$ cat config.mk
export PLATFORM = sky130hd
export DESIGN_NAME = fifo_write_arbiter
export DESIGN_NICKNAME = d
export VERILOG_FILES = /design/src/rtl/fifo_arb_pkg.sv /design/src/rtl/fifo_write_arbiter_picker.sv /design/src/rtl/fifo_write_arbiter.sv
export SDC_FILE = /design/constraint.sdc
export NUM_CORES = 1
export LEC_CHECK = 0
export CORE_AREA = 2 2 72 74
export DETAILED_ROUTE_END_ITERATION = 8
export DIE_AREA = 0 0 74 76
export DONT_BUFFER_PORTS = 1
export GPL_TIMING_DRIVEN = 0
export PLACE_DENSITY_LB_ADDON = 0.05
export SKIP_CTS_REPAIR_TIMING = 1
export SYNTH_ARGS = -nofsm -noshare
export SYNTH_HDL_FRONTEND = slang
export SYNTH_SLANG_ARGS = --single-unit
$ cat constraint.sdc
create_clock -name clk -period 2.8 [get_ports clk]
set_input_delay 0.56 -clock clk [delete_from_list [all_inputs] [get_ports clk]]
set_output_delay 0.56 -clock clk [all_outputs]
set_load 0.05 [all_outputs]
$ cat src/rtl/fifo_arb_pkg.sv
// fifo_arb_pkg
//   Shared types and FIFO word packing helpers for the write-side arbiter
//   and the read-side demux. A FIFO word is {src_id, last, data}.
package fifo_arb_pkg;

    typedef enum logic {
        ARB_IDLE,
        ARB_GRANTED
    } arb_state_t;

    // Parameterised pack/unpack helpers; call as fifo_word#(IW, DW)::pack(...)
    virtual class fifo_word #(int ID_W = 2, int DATA_W = 32);
        static function logic [ID_W+DATA_W:0] pack(input logic [ID_W-1:0]   id,
                                                   input logic              last,
                                                   input logic [DATA_W-1:0] data);
            return {id, last, data};
        endfunction

        static function logic [ID_W-1:0] src_id(input logic [ID_W+DATA_W:0] w);
            return w[ID_W+DATA_W -: ID_W];
        endfunction

        static function logic is_last(input logic [ID_W+DATA_W:0] w);
            return w[DATA_W];
        endfunction

        static function logic [DATA_W-1:0] payload(input logic [ID_W+DATA_W:0] w);
            return w[DATA_W-1:0];
        endfunction
    endclass

endpackage

$ cat src/rtl/fifo_write_arbiter_picker.sv
// rr_priority_picker
//   Combinational round-robin picker. Searches req upward (mod N) starting
//   at last_grant+1 and returns the first set index.
//   req        : request vector
//   last_grant : most recently granted index
//   winner     : selected index (valid when found)
//   found      : at least one request set
module rr_priority_picker #(
    parameter int N  = 4,
    parameter int IW = $clog2(N)
) (
    input  logic [N-1:0]  req,
    input  logic [IW-1:0] last_grant,
    output logic [IW-1:0] winner,
    output logic          found
);

    logic [2*N-1:0] dbl;
    logic [2*N-1:0] rot;
    logic [IW-1:0]  start;
    logic [IW-1:0]  offset;

    always_comb begin
        // N is a power of two, so IW-bit arithmetic wraps mod N for free.
        start  = last_grant + 1'b1;
        dbl    = {req, req};
        rot    = dbl >> start;
        offset = '0;
        found  = 1'b0;
        // Walk downward so the lowest set bit (closest to start) wins.
        for (int i = N - 1; i >= 0; i--) begin
            if (rot[i]) begin
                offset = IW'(i);
                found  = 1'b1;
            end
        end
        winner = start + offset;
    end

endmodule

$ cat src/rtl/fifo_write_arbiter.sv
// fifo_write_arbiter
//   Round-robin, packet-locked arbiter sharing one async_fifo write port
//   among NUM_REQUESTERS sources. Write-clock domain only.
//   clk, reset          : write clock, synchronous active-high reset
//   req_valid/last/data : per-source beat stream (data i at [i*DW +: DW])
//   req_ready           : beat accepted this cycle (one-hot or zero)
//   fifo_write_enable   : FIFO write strobe, never asserted while fifo_full
//   fifo_write_data     : {src_id, last, data}
//   fifo_full           : FIFO full, sampled combinationally
//   grant_active/id     : current packet owner
//   burst_error         : sticky, a grant ran past MAX_BURST beats
module fifo_write_arbiter
    import fifo_arb_pkg::*;
#(
    parameter  int NUM_REQUESTERS = 4,
    parameter  int DATA_WIDTH     = 32,
    parameter  int MAX_BURST      = 16,
    localparam int ID_WIDTH       = $clog2(NUM_REQUESTERS),
    localparam int FIFO_WIDTH     = ID_WIDTH + 1 + DATA_WIDTH
) (
    input  logic                               clk,
    input  logic                               reset,
    input  logic [NUM_REQUESTERS-1:0]          req_valid,
    input  logic [NUM_REQUESTERS-1:0]          req_last,
    input  logic [NUM_REQUESTERS*DATA_WIDTH-1:0] req_data,
    output logic [NUM_REQUESTERS-1:0]          req_ready,
    output logic                               fifo_write_enable,
    output logic [FIFO_WIDTH-1:0]              fifo_write_data,
    input  logic                               fifo_full,
    output logic                               grant_active,
    output logic [ID_WIDTH-1:0]                grant_id,
    output logic                               burst_error
);

    localparam int                CNT_W   = $clog2(MAX_BURST + 1);
    localparam logic [CNT_W-1:0]  CNT_MAX = CNT_W'(MAX_BURST);

    arb_state_t          state_q, state_d;
    logic [ID_WIDTH-1:0] grant_id_q, grant_id_d;
    logic [ID_WIDTH-1:0] last_grant_q, last_grant_d;
    logic [CNT_W-1:0]    beat_count_q, beat_count_d;
    logic                burst_error_q, burst_error_d;

    logic [ID_WIDTH-1:0]   pick_id;
    logic                  pick_found;
    logic                  sel_valid;
    logic                  sel_last;
    logic [DATA_WIDTH-1:0] sel_data;
    logic                  accept;

    rr_priority_picker #(
        .N  (NUM_REQUESTERS),
        .IW (ID_WIDTH)
    ) u_picker (
        .req        (req_valid),
        .last_grant (last_grant_q),
        .winner     (pick_id),
        .found      (pick_found)
    );

    always_comb begin
        state_d           = state_q;
        grant_id_d        = grant_id_q;
        last_grant_d      = last_grant_q;
        beat_count_d      = beat_count_q;
        burst_error_d     = burst_error_q;
        accept            = 1'b0;
        req_ready         = '0;
        fifo_write_enable = 1'b0;

        // Only the owner's lane reaches the outputs; non-owner valids feed
        // the picker, whose result is only registered.
        sel_valid = req_valid[grant_id_q];
        sel_last  = req_last[grant_id_q];
        sel_data  = req_data[grant_id_q*DATA_WIDTH +: DATA_WIDTH];

        unique case (state_q)
            ARB_IDLE: begin
                if (pick_found) begin
                    grant_id_d   = pick_id;
                    last_grant_d = pick_id;
                    beat_count_d = '0;
                    state_d      = ARB_GRANTED;
                end
            end
            ARB_GRANTED: begin
                // Reset gating keeps the reset cycle write-free.
                accept = sel_valid && !fifo_full && !reset;
                if (accept) begin
                    req_ready[grant_id_q] = 1'b1;
                    fifo_write_enable     = 1'b1;
                    if (beat_count_q != CNT_MAX) begin
                        beat_count_d = beat_count_q + 1'b1;
                    end else begin
                        // MAX_BURST beats already taken: this one is beyond
                        // the budget whether or not it closes the packet.
                        burst_error_d = 1'b1;
                    end
                    if (sel_last) begin
                        state_d = ARB_IDLE;
                    end
                end
            end
            default: state_d = ARB_IDLE;
        endcase

        fifo_write_data = fifo_word#(ID_WIDTH, DATA_WIDTH)::pack(grant_id_q, sel_last, sel_data);
    end

    always_ff @(posedge clk) begin
        if (reset) begin
            state_q       <= ARB_IDLE;
            grant_id_q    <= '0;
            last_grant_q  <= ID_WIDTH'(NUM_REQUESTERS - 1);
            beat_count_q  <= '0;
            burst_error_q <= 1'b0;
        end else begin
            state_q       <= state_d;
            grant_id_q    <= grant_id_d;
            last_grant_q  <= last_grant_d;
            beat_count_q  <= beat_count_d;
            burst_error_q <= burst_error_d;
        end
    end

    assign grant_active = (state_q == ARB_GRANTED);
    assign grant_id     = grant_id_q;
    assign burst_error  = burst_error_q;

endmodule
Yosys cells after proc, flatten, opt, wreduce, memory -nomap -nowiden

Index checks and enable logic that the tools add are counted.

Register bits: 11
Output and inout bits: 44
Word-level logic and storage cells: 52

$add $sub $neg: 3
$lt $le $gt $ge: 2
Eq/ne operators: 4
Shifts and indexed selects: 2
Mux-type cells: 26
Bitwise gates (word level): 2
Reductions and logical operators: 8

Operator list:

| cell                                                                          | number |
|---|---|
| 128-bit by 8-bit variable part select with 32-bit output                      | 1 |
| 5-bit 2-to-1 mux                                                              | 3 |
| 1-bit 2-to-1 mux                                                              | 12 |
| 5-bit case mux with 2 select lines                                            | 1 |
| 2-bit 2-to-1 mux                                                              | 4 |
| 4-bit 2-to-1 mux                                                              | 2 |
| 8-bit by 2-bit >> shifter with 4-bit output                                   | 1 |
| 3-bit AND reduction                                                           | 2 |
| 5-bit by 1-bit adder with 5-bit output (second input constant)                | 1 |
| 5-bit inequality test (second input constant)                                 | 1 |
| 1-bit binary-select mux with 2-bit select                                     | 2 |
| 2-bit by 1-bit inequality test with 1-bit output (second input constant)      | 2 |
| 1-bit logical AND                                                             | 3 |
| 2-bit by 3-bit less-than comparator with 1-bit output (second input constant) | 1 |
| 2-bit by 1-bit adder with 2-bit output (second input constant)                | 1 |
| 2-bit adder                                                                   | 1 |
| 1-bit demux with 2-bit select                                                 | 1 |
| 2-bit by 1-bit >= comparator with 1-bit output (second input constant)        | 1 |
| 1-bit logical NOT                                                             | 2 |
| 2-bit inequality test (second input constant)                                 | 1 |
| 1-bit inverter                                                                | 2 |
| 1-bit case mux with 2 select lines                                            | 1 |
| 2-bit AND reduction                                                           | 1 |

Depth between registers and ports, before layout

Gate-level depths: netlist (run 1).

Depth in word-level cells: 8
Gate-level depth with buffers: 12
Gate-level depth less buffers: 11

Cells and area by module

Synthesis (run 1) repeated with hierarchy kept, for this count alone.

Cell total of the unflattened synthesis: 149
Area, all modules: 1,642.8 um^2

Modules (own cells, without submodules):

| module             | times used | cells an instance | area each (um^2) | seq. area each (um^2) |
|---|---|---|---|---|
| fifo_write_arbiter | 1          | 119               | 1,435.1          | 220.2 |
| rr_priority_picker | 1          | 30                | 207.7            | 0.0 |

Worst setup path before layout (run 1)

No wires, ideal clock.

Kind: register -> output
From: reg state_q, in the netlist grant_active
To: out req_ready[0]
Arrival time: 2.608 ns
Slack: -0.368 ns
Cell stages (with the launch flop): 3
Cell sequence: dfxtp_1 -> nor3b_1 -> nor4bb_1

Longest elaborated chain between the ends: 1

Ends and longest elaborated chain:

| what                     | line                      | text |
|---|---|---|
| start: declaration       | fifo_write_arbiter.sv:38  | `arb_state_t state_q, state_d;` |
| start signal: assignment | fifo_write_arbiter.sv:118 | `state_q <= state_d;` |
| 4-bit 2-to-1 mux         | fifo_write_arbiter.sv:77  | `unique case (state_q)` |
| end: declaration         | fifo_write_arbiter.sv:26  | `output logic [NUM_REQUESTERS-1:0] req_ready,` |

Every way passes these cells.

Final worst setup path (run 1)

From: reg grant_id_q[1], in the netlist grant_id[1]
To: out fifo_write_data[30]

Longest elaborated chain between the ends: 1

Ends and longest elaborated chain:

| what                                                     | line                      | text |
|---|---|---|
| start: declaration                                       | fifo_write_arbiter.sv:39  | `logic [ID_WIDTH-1:0] grant_id_q, grant_id_d;` |
| start signal: assignment                                 | fifo_write_arbiter.sv:119 | `grant_id_q <= grant_id_d;` |
| 128-bit by 8-bit variable part select with 32-bit output | fifo_write_arbiter.sv:75  | `sel_data = req_data[grant_id_q*DATA_WIDTH +: DATA_WIDTH];` |
| end: declaration                                         | fifo_write_arbiter.sv:28  | `output logic [FIFO_WIDTH-1:0] fifo_write_data,` |

Every way passes these cells.

==> impl_results.md, run 1 <==
- Post-synth top area cell: mux4_2
- I/O Buffers: 0
- Clock power frac: 8.3%
- #FFs+latches synth: 11
- Clock buffer depth: 2
- H-tree depth: 1
- Sw Pwr: 1.211 mW
- DP Area: 1668 um^2
- Fillers: 496
- Global-route wire length before repair: 9.073 mm
- RSZ-0062 raised after global routing: false
- Top cells by area, synth: mux4_2 49%, dfxtp_1 14%, o211ai_1 3.3%
- GP Congestion: 0.9873
- Die footprint: 5624 um^2
- HP Class: flop to flop
- Post-detail-place hpwl: 5.618 mm
- Leakage: 0.5516 nW
- Final WL: 6.416 mm
- Post-synth EDFFs: 0
- Clk_lat worst skew: 230 ps
- Max Freq: 368.9 MHz
- Initial antenna violation count: 1
- Sw Share: 63.28%
- Setup crit start kind: flop
- Synthesized area: 1574 um^2
- Share of synthesized flip-flops with an asynchronous set or reset: 0%
- Hold path depth: 1
- Setup CP Type: flop to output pin
- Final Hold Fails: 0
- Avg WL per Cell: 29.84 um
- Via density: 6.526
- Routed Antenna Nets: 0
- DRT iter0 DRCs: 75
- Vias post-DR: 1403
- Synth Area in Compound Gates: 9.539%
- Slew @ Worst Pin: 777.0 ps
- Main combinational cell family by area after synthesis: multiplexers
- First-pass DRT Iterations: 4
- Pins Over Slew Limit: 0
- Post-Synth XOR/XNOR Area: 2.782%
- Simple-gate area share of the yosys netlist: 13.67%
- Internal power: 0.7026 mW
- Endpoint, Worst Hold: beat_count_q[0]
- CTS root buffer: clkbuf_8
- Remaining global-route overflow: 0
- Area Growth Syn to Fin: 10.25%
- Fin util: 35.33%
- Row cnt: 26
- YS warnings: 0
- Start point of the worst min-delay path: beat_count_q[0]
- Max-Slew Margin vs Limit: 48.12%
- R2r worst-path depth: 5
- Status: completed
- Min Tclk post-route: 2711 ps
- DRC Markers: 0
- R2R Path End: beat_count_q[4]
- NumNets Final: 287
- Sequential Power Share: 13.5%
- Clk sink count: 11
- GRT Util Overall: 21.83%
- Final Setup Violations: 0
- CTS tree: built
- CP cell instances: buf_2 -> clkbuf_1 -> mux4_2
- Power Total: 1.913 mW
- CP peak stage delay: 560 ps
- Number of global-route vias before repair: 1399
- Crit path DAT: 2150 ps
- Adder-Cell Fraction of Synth Area: 2.385%
- Period utilization: 96.81%
- Max-cap check violation count: 0
- Die span in x: 74 um
- Cts bufs inserted: 3
- Synth top area share: 48.65%
- Share of cells above drive strength 1: 42.36%
- Die Span Y: 76 um
- Synth Net Count: 282
- Worst Clk Skew: 2.170 ps
- Pwr per Cell Area: 1102 nW/um^2
- Initial Utilization: 32.04%
- R2R Setup Slk: 820 ps
- Part of the power in combinational logic: 78.2%
- CORE AREA: 4912 um^2
- Hold_ws: 504.2 ps
- Clock-pin slew on the worst setup and hold paths: 50 ps
- Syn Area/Cell: 11.24 um^2
- Netlist cell types: 34
- Synthesized instance count: 140
- Main flop type after synthesis: dfxtp_1
- Sequential share of the synthesized area: 13.99%
- Maximum vdd drop: 0.0003506 V
- Peak fanout along the critical path: 10
- RR Startpoint: grant_active
- Finished Cell Area: 1735 um^2
- Largest net degree at the start of global routing: 11
- Crit path required time: 2240 ps
- Setup crit end kind: output pin
- Post-synthesis mux area share: 49.28%
- IO Count: 183
- Critical path's slowest cell: mux4_2
## layer usage
layer,vias up,wire [um],global-route usage [%]
met4,2,39,2.727
met2,117,3096,34.02
met1,706,2389,28.62
li1,572,-,-
met3,6,875,9.788
met5,-,16,0
## final cells by class
class	instances	area (um^2)	area share, %
Inverter	3	11.26	0.6489
Clock buffer	4	45.04	2.596
Tap cell	70	87.58	5.047
Antenna cell	1	2.502	0.1442
Sequential cell	11	225.2	12.98
Buffer	18	120.1	6.921
Multi-Input combinational cell	108	1244	71.67
## worst max-delay path: cells and delay by family (launching register included)
kind	cells	cell delay [ps]
buffers and inverters	2	790
muxes	1	560
DFF	1	550
## worst max path at each step
stage / from / endpoint / slack, ps / cells after the start
global route: grant_id[1] / fifo_write_data[30] / 7 / 3
global placement: grant_active / req_ready[0] / -270 / 2
detailed placement: grant_active / req_ready[0] / -270 / 2
CTS: grant_active / req_ready[0] / -550 / 2
finish: grant_id[1] / fifo_write_data[30] / 90 / 3
floorplan: grant_active / req_ready[0] / 140 / 2
## power by group through the flow
stage                     sequential, mW  combinational, mW  clock (mW)
final                              0.258               1.50       0.159
after floorplan                    0.243               1.36           0
after detailed placement           0.259               1.49           0
after CTS                          0.256               1.49       0.163
after global routing               0.265               1.56       0.178
after global placement             0.261               1.48           0
## cells in the final DEF, fill, tap and decap left out, types with 2 or more instances in the layout
master / instances
a21oi_1: 9
buf_2: 6
buf_4: 6
buf_6: 3
clkbuf_1: 3
clkbuf_8: 3
dfxtp_1: 9
ha_1: 3
inv_1: 3
mux4_2: 34
nand2_1: 13
nand2b_1: 2
nand4_1: 2
nor2_1: 10
nor3_1: 3
o211ai_1: 7
o21ai_0: 4
xor2_1: 4
## synth_stat cells, types with 2 or more instances
| library cell | number |
|---|---|
| a21oi_1 | 9 |
| and4b_1 | 2 |
| buf_2 | 6 |
| buf_4 | 6 |
| buf_6 | 3 |
| clkbuf_1 | 2 |
| dfxtp_1 | 11 |
| ha_1 | 3 |
| inv_1 | 3 |
| mux4_2 | 34 |
| nand2_1 | 13 |
| nand2b_1 | 2 |
| nand4_1 | 2 |
| nor2_1 | 10 |
| nor3_1 | 3 |
| o211ai_1 | 7 |
| o21ai_0 | 4 |
| xor2_1 | 4 |
## state kept, by name (all words and copies together), names as in the netlist
register,cells
beat_count_q,5
grant_id,2
grant_active,1
last_grant_q,2
burst_error,1
## kinds of logic after synthesis
kind of cell    Yosys count
fa+ha+maj                 3
buf+inv                  21
xor+xnor                  5
compound gates           24
simple gates             41
mux                      35
flops                    11
## metrics by stage
step	cells	worst slack [ps]	TNS, ps
CTS	214	-553.3	-5067
detailed placement	210	-267.7	-267.7
floorplan	140	137.0	0
finish	215	89.42	0
global placement	210	-272.5	-272.5
global route	214	7.252	0
(Power assumes the default switching activity.)
==> run 2: changes to the inputs <==
Settings changed: SETUP_SLACK_MARGIN from default to 0.15, TNS_END_PERCENT from default to 100.
==> run 2 against run 1 <==
Compared with the run above: worst hold slack improved by 6.1 ps; largest cell class unchanged; sequential power barely moved; first-iteration DRC count fell by 15%; critical path depth unchanged; total power grew 0.12%.
==> impl_results.md, run 2 (synthesized netlist as in run 1, its figures left out) <==
- Max-Slew Margin vs Limit: 49.69% (+1.6 points)
- H-tree depth: 1 (unchanged)
- Clk sink count: 11 (unchanged)
- Finished Cell Area: 1747 um^2 (+0.65%)
- Pins Over Slew Limit: 0 (unchanged)
- R2R Setup Slk: 830 ps (about the same)
- Top Metal Used: met5
- CP cell instances: buf_4 -> clkbuf_4 -> mux4_2
- GRT Util Overall: 21.97% (+0.14 points)
- Peak fanout along the critical path: 10 (unchanged)
- Die footprint: 5624 um^2 (unchanged)
- Max FFs per register: 5 (unchanged)
- Row cnt: 26 (unchanged)
- HP Class: flop to flop
- Final Hold Fails: 0 (unchanged)
- Final WL: 6.400 mm (-0.25%)
- CP peak stage delay: 700 ps (+140 ps)
- Setup crit start kind: flop
- Leakage: 0.5582 nW (+1.2%)
- Post-detail-place hpwl: 5.740 mm (+2.2%)
- Remaining global-route overflow: 0 (unchanged)
- I/O Buffers: 0 (unchanged)
- Routed Antenna Nets: 0 (unchanged)
- CORE AREA: 4912 um^2 (unchanged)
- Clk_lat worst skew: 240 ps (about the same)
- Setup TNS: 0 ps (unchanged)
- DRC Markers: 0 (unchanged)
- RSZ-0062 raised after global routing: false
- Hold path depth: 1 (unchanged)
- Slew @ Worst Pin: 753.5 ps (-23.52 ps)
- Area Growth Syn to Fin: 10.97%
- Worst Clk Skew: 7.493 ps (+5.323 ps)
- Clock buffer depth: 2 (unchanged)
- GP Congestion: 0.9621 (-2.6%)
- Start point of the worst min-delay path: beat_count_q[0]
- M1 WL: 2.510 mm (+5.1%)
- Final Setup Violations: 0 (unchanged)
- Register with the most flip-flops: beat_count_q
- CTS root buffer: clkbuf_8
- Period utilization: 90.73% (-6.1 points)
- Max Freq: 393.6 MHz (+6.7%)
- DRT iter0 DRCs: 64 (-15%)
- Maximum vdd drop: 0.0003025 V (-14%)
- Min Tclk post-route: 2540 ps (-170.2 ps)
- Die Span Y: 76 um (unchanged)
- Clock-pin slew on the worst setup and hold paths: 50 ps (about the same)
- Cts bufs inserted: 3 (unchanged)
- Crit-path leading delay family: multiplexers
- Number of global-route vias before repair: 1359 (-2.9%)
- Via density: 6.244 (-4.3%)
- First-pass DRT Iterations: 4 (unchanged)
- Initial antenna violation count: 3 (+2)
- Critical path's slowest cell: mux4_2
- RR Startpoint: last_grant_q[0]
- Buf/Inv on CP: 2 (unchanged)
- Initial Utilization: 32.04% (unchanged)
- Setup CP Type: flop to output pin
- IO Count: 183 (unchanged)
- Share of cells above drive strength 1: 44.44% (+2.1 points)
- Crit path required time: 2240 ps (about the same)
- Die span in x: 74 um (unchanged)
- R2r worst-path depth: 12 (+7)
- Max-cap check violation count: 0 (unchanged)
- CTS tree: built
- DP Area: 1677 um^2 (+0.53%)
- Vias post-DR: 1355 (-3.4%)
- R2R Path End: grant_id[1]
- Most frequent cells in the layout: 34 x mux4_2, 13 x nand2_1, 10 x nor2_1
- Fillers: 498 (+0.40%)
- NumNets Final: 287 (unchanged)
- Leading cell type in the layout, fill and taps excluded: mux4_2
- Power Total: 1.916 mW (+0.12%)
- Avg WL per Cell: 29.49 um (-1.2%)
- Global-route wire length before repair: 8.921 mm (-1.7%)
- Status: completed
- Met3 WL: 814 um (-7.0%)
- Pwr per Cell Area: 1097 nW/um^2 (-0.53%)
- Largest net degree at the start of global routing: 11 (unchanged)
- Hold_ws: 510.4 ps (+6.133 ps)
- Metal2 WL: 2.970 mm (-4.1%)
- Endpoint, Worst Hold: beat_count_q[0]
- Setup crit end kind: output pin
- Crit path DAT: 1980 ps (-170 ps)
==> run 2: cell types whose count changed in the layout (fill, tap and decap cells not counted) <==
cell,previous run,this run
buf_1,1,0
dfxtp_2,1,2
buf_2,6,5
dfxtp_1,9,8
clkbuf_1,3,2
clkbuf_2,0,2
clkbuf_4,0,1
diode_2,1,3
==> run 2: where the power goes <==
group | total (mW) | internal, mW | switching (mW)
Sequential | 0.259 | 0.183 | 0.0761
Clock | 0.160 | 0.100 | 0.0604
Combinational | 1.50 | 0.424 | 1.07
==> run 2: how the worst max path moves through the flow <==
stage / startpoint / end / slack [ps] / cells after the start
floorplan: grant_id[0] / fifo_write_data[0] / 280 / 3
global placement: grant_id[0] / fifo_write_data[1] / 30 / 3
detailed placement: grant_id[0] / fifo_write_data[1] / 40 / 3
CTS: grant_id[1] / req_ready[2] / -230 / 3
global route: grant_id[0] / fifo_write_data[6] / 180 / 3
finish: grant_id[0] / fifo_write_data[1] / 260 / 3
==> run 2: worst reg2reg max path, delay by kind of cell (launching register included) <==
| kind | cells | cell delay [ps] |
|---|---|---|
| buffers and inverters | 1 | 200 |
| and+or+nand+nor | 4 | 300 |
| DFF | 1 | 310 |
| AOI/OAI and AO/OA | 4 | 380 |
| adders and majority gates | 1 | 190 |
| xor gates and xnor gates | 2 | 460 |
==> run 2: per-stage QoR <==
step | util (%) | cells | setup WS [ps]
after floorplan | - | 140 | 276.6
after global placement | 34.13 | 210 | 34.32
after detailed placement | 34.13 | 210 | 40.05
after CTS | 35.05 | 214 | -225.6
after global routing | 35.46 | 215 | 184.7
final | 35.56 | 217 | 259.6
==> run 2: per-layer routing <==
metal | vias up | global-route usage (%)
met1 | 670 | 29.41
met4 | 4 | 4.182
li1 | 577 | -
met2 | 96 | 32.59
met5 | - | 0
met3 | 8 | 10.32
==> run 2: area by class of cell <==
cell class                      count  area [um^2]  share of cell area [%]
Tap cell                           70        87.58                   5.014
Sequential cell                    11        226.5                   12.97
Antenna cell                        3        7.507                  0.4298
Inverter                            3        11.26                  0.6447
Clock buffer                        4        45.04                   2.579
Multi-Input combinational cell    108         1244                   71.20
Buffer                             18        125.1                   7.163
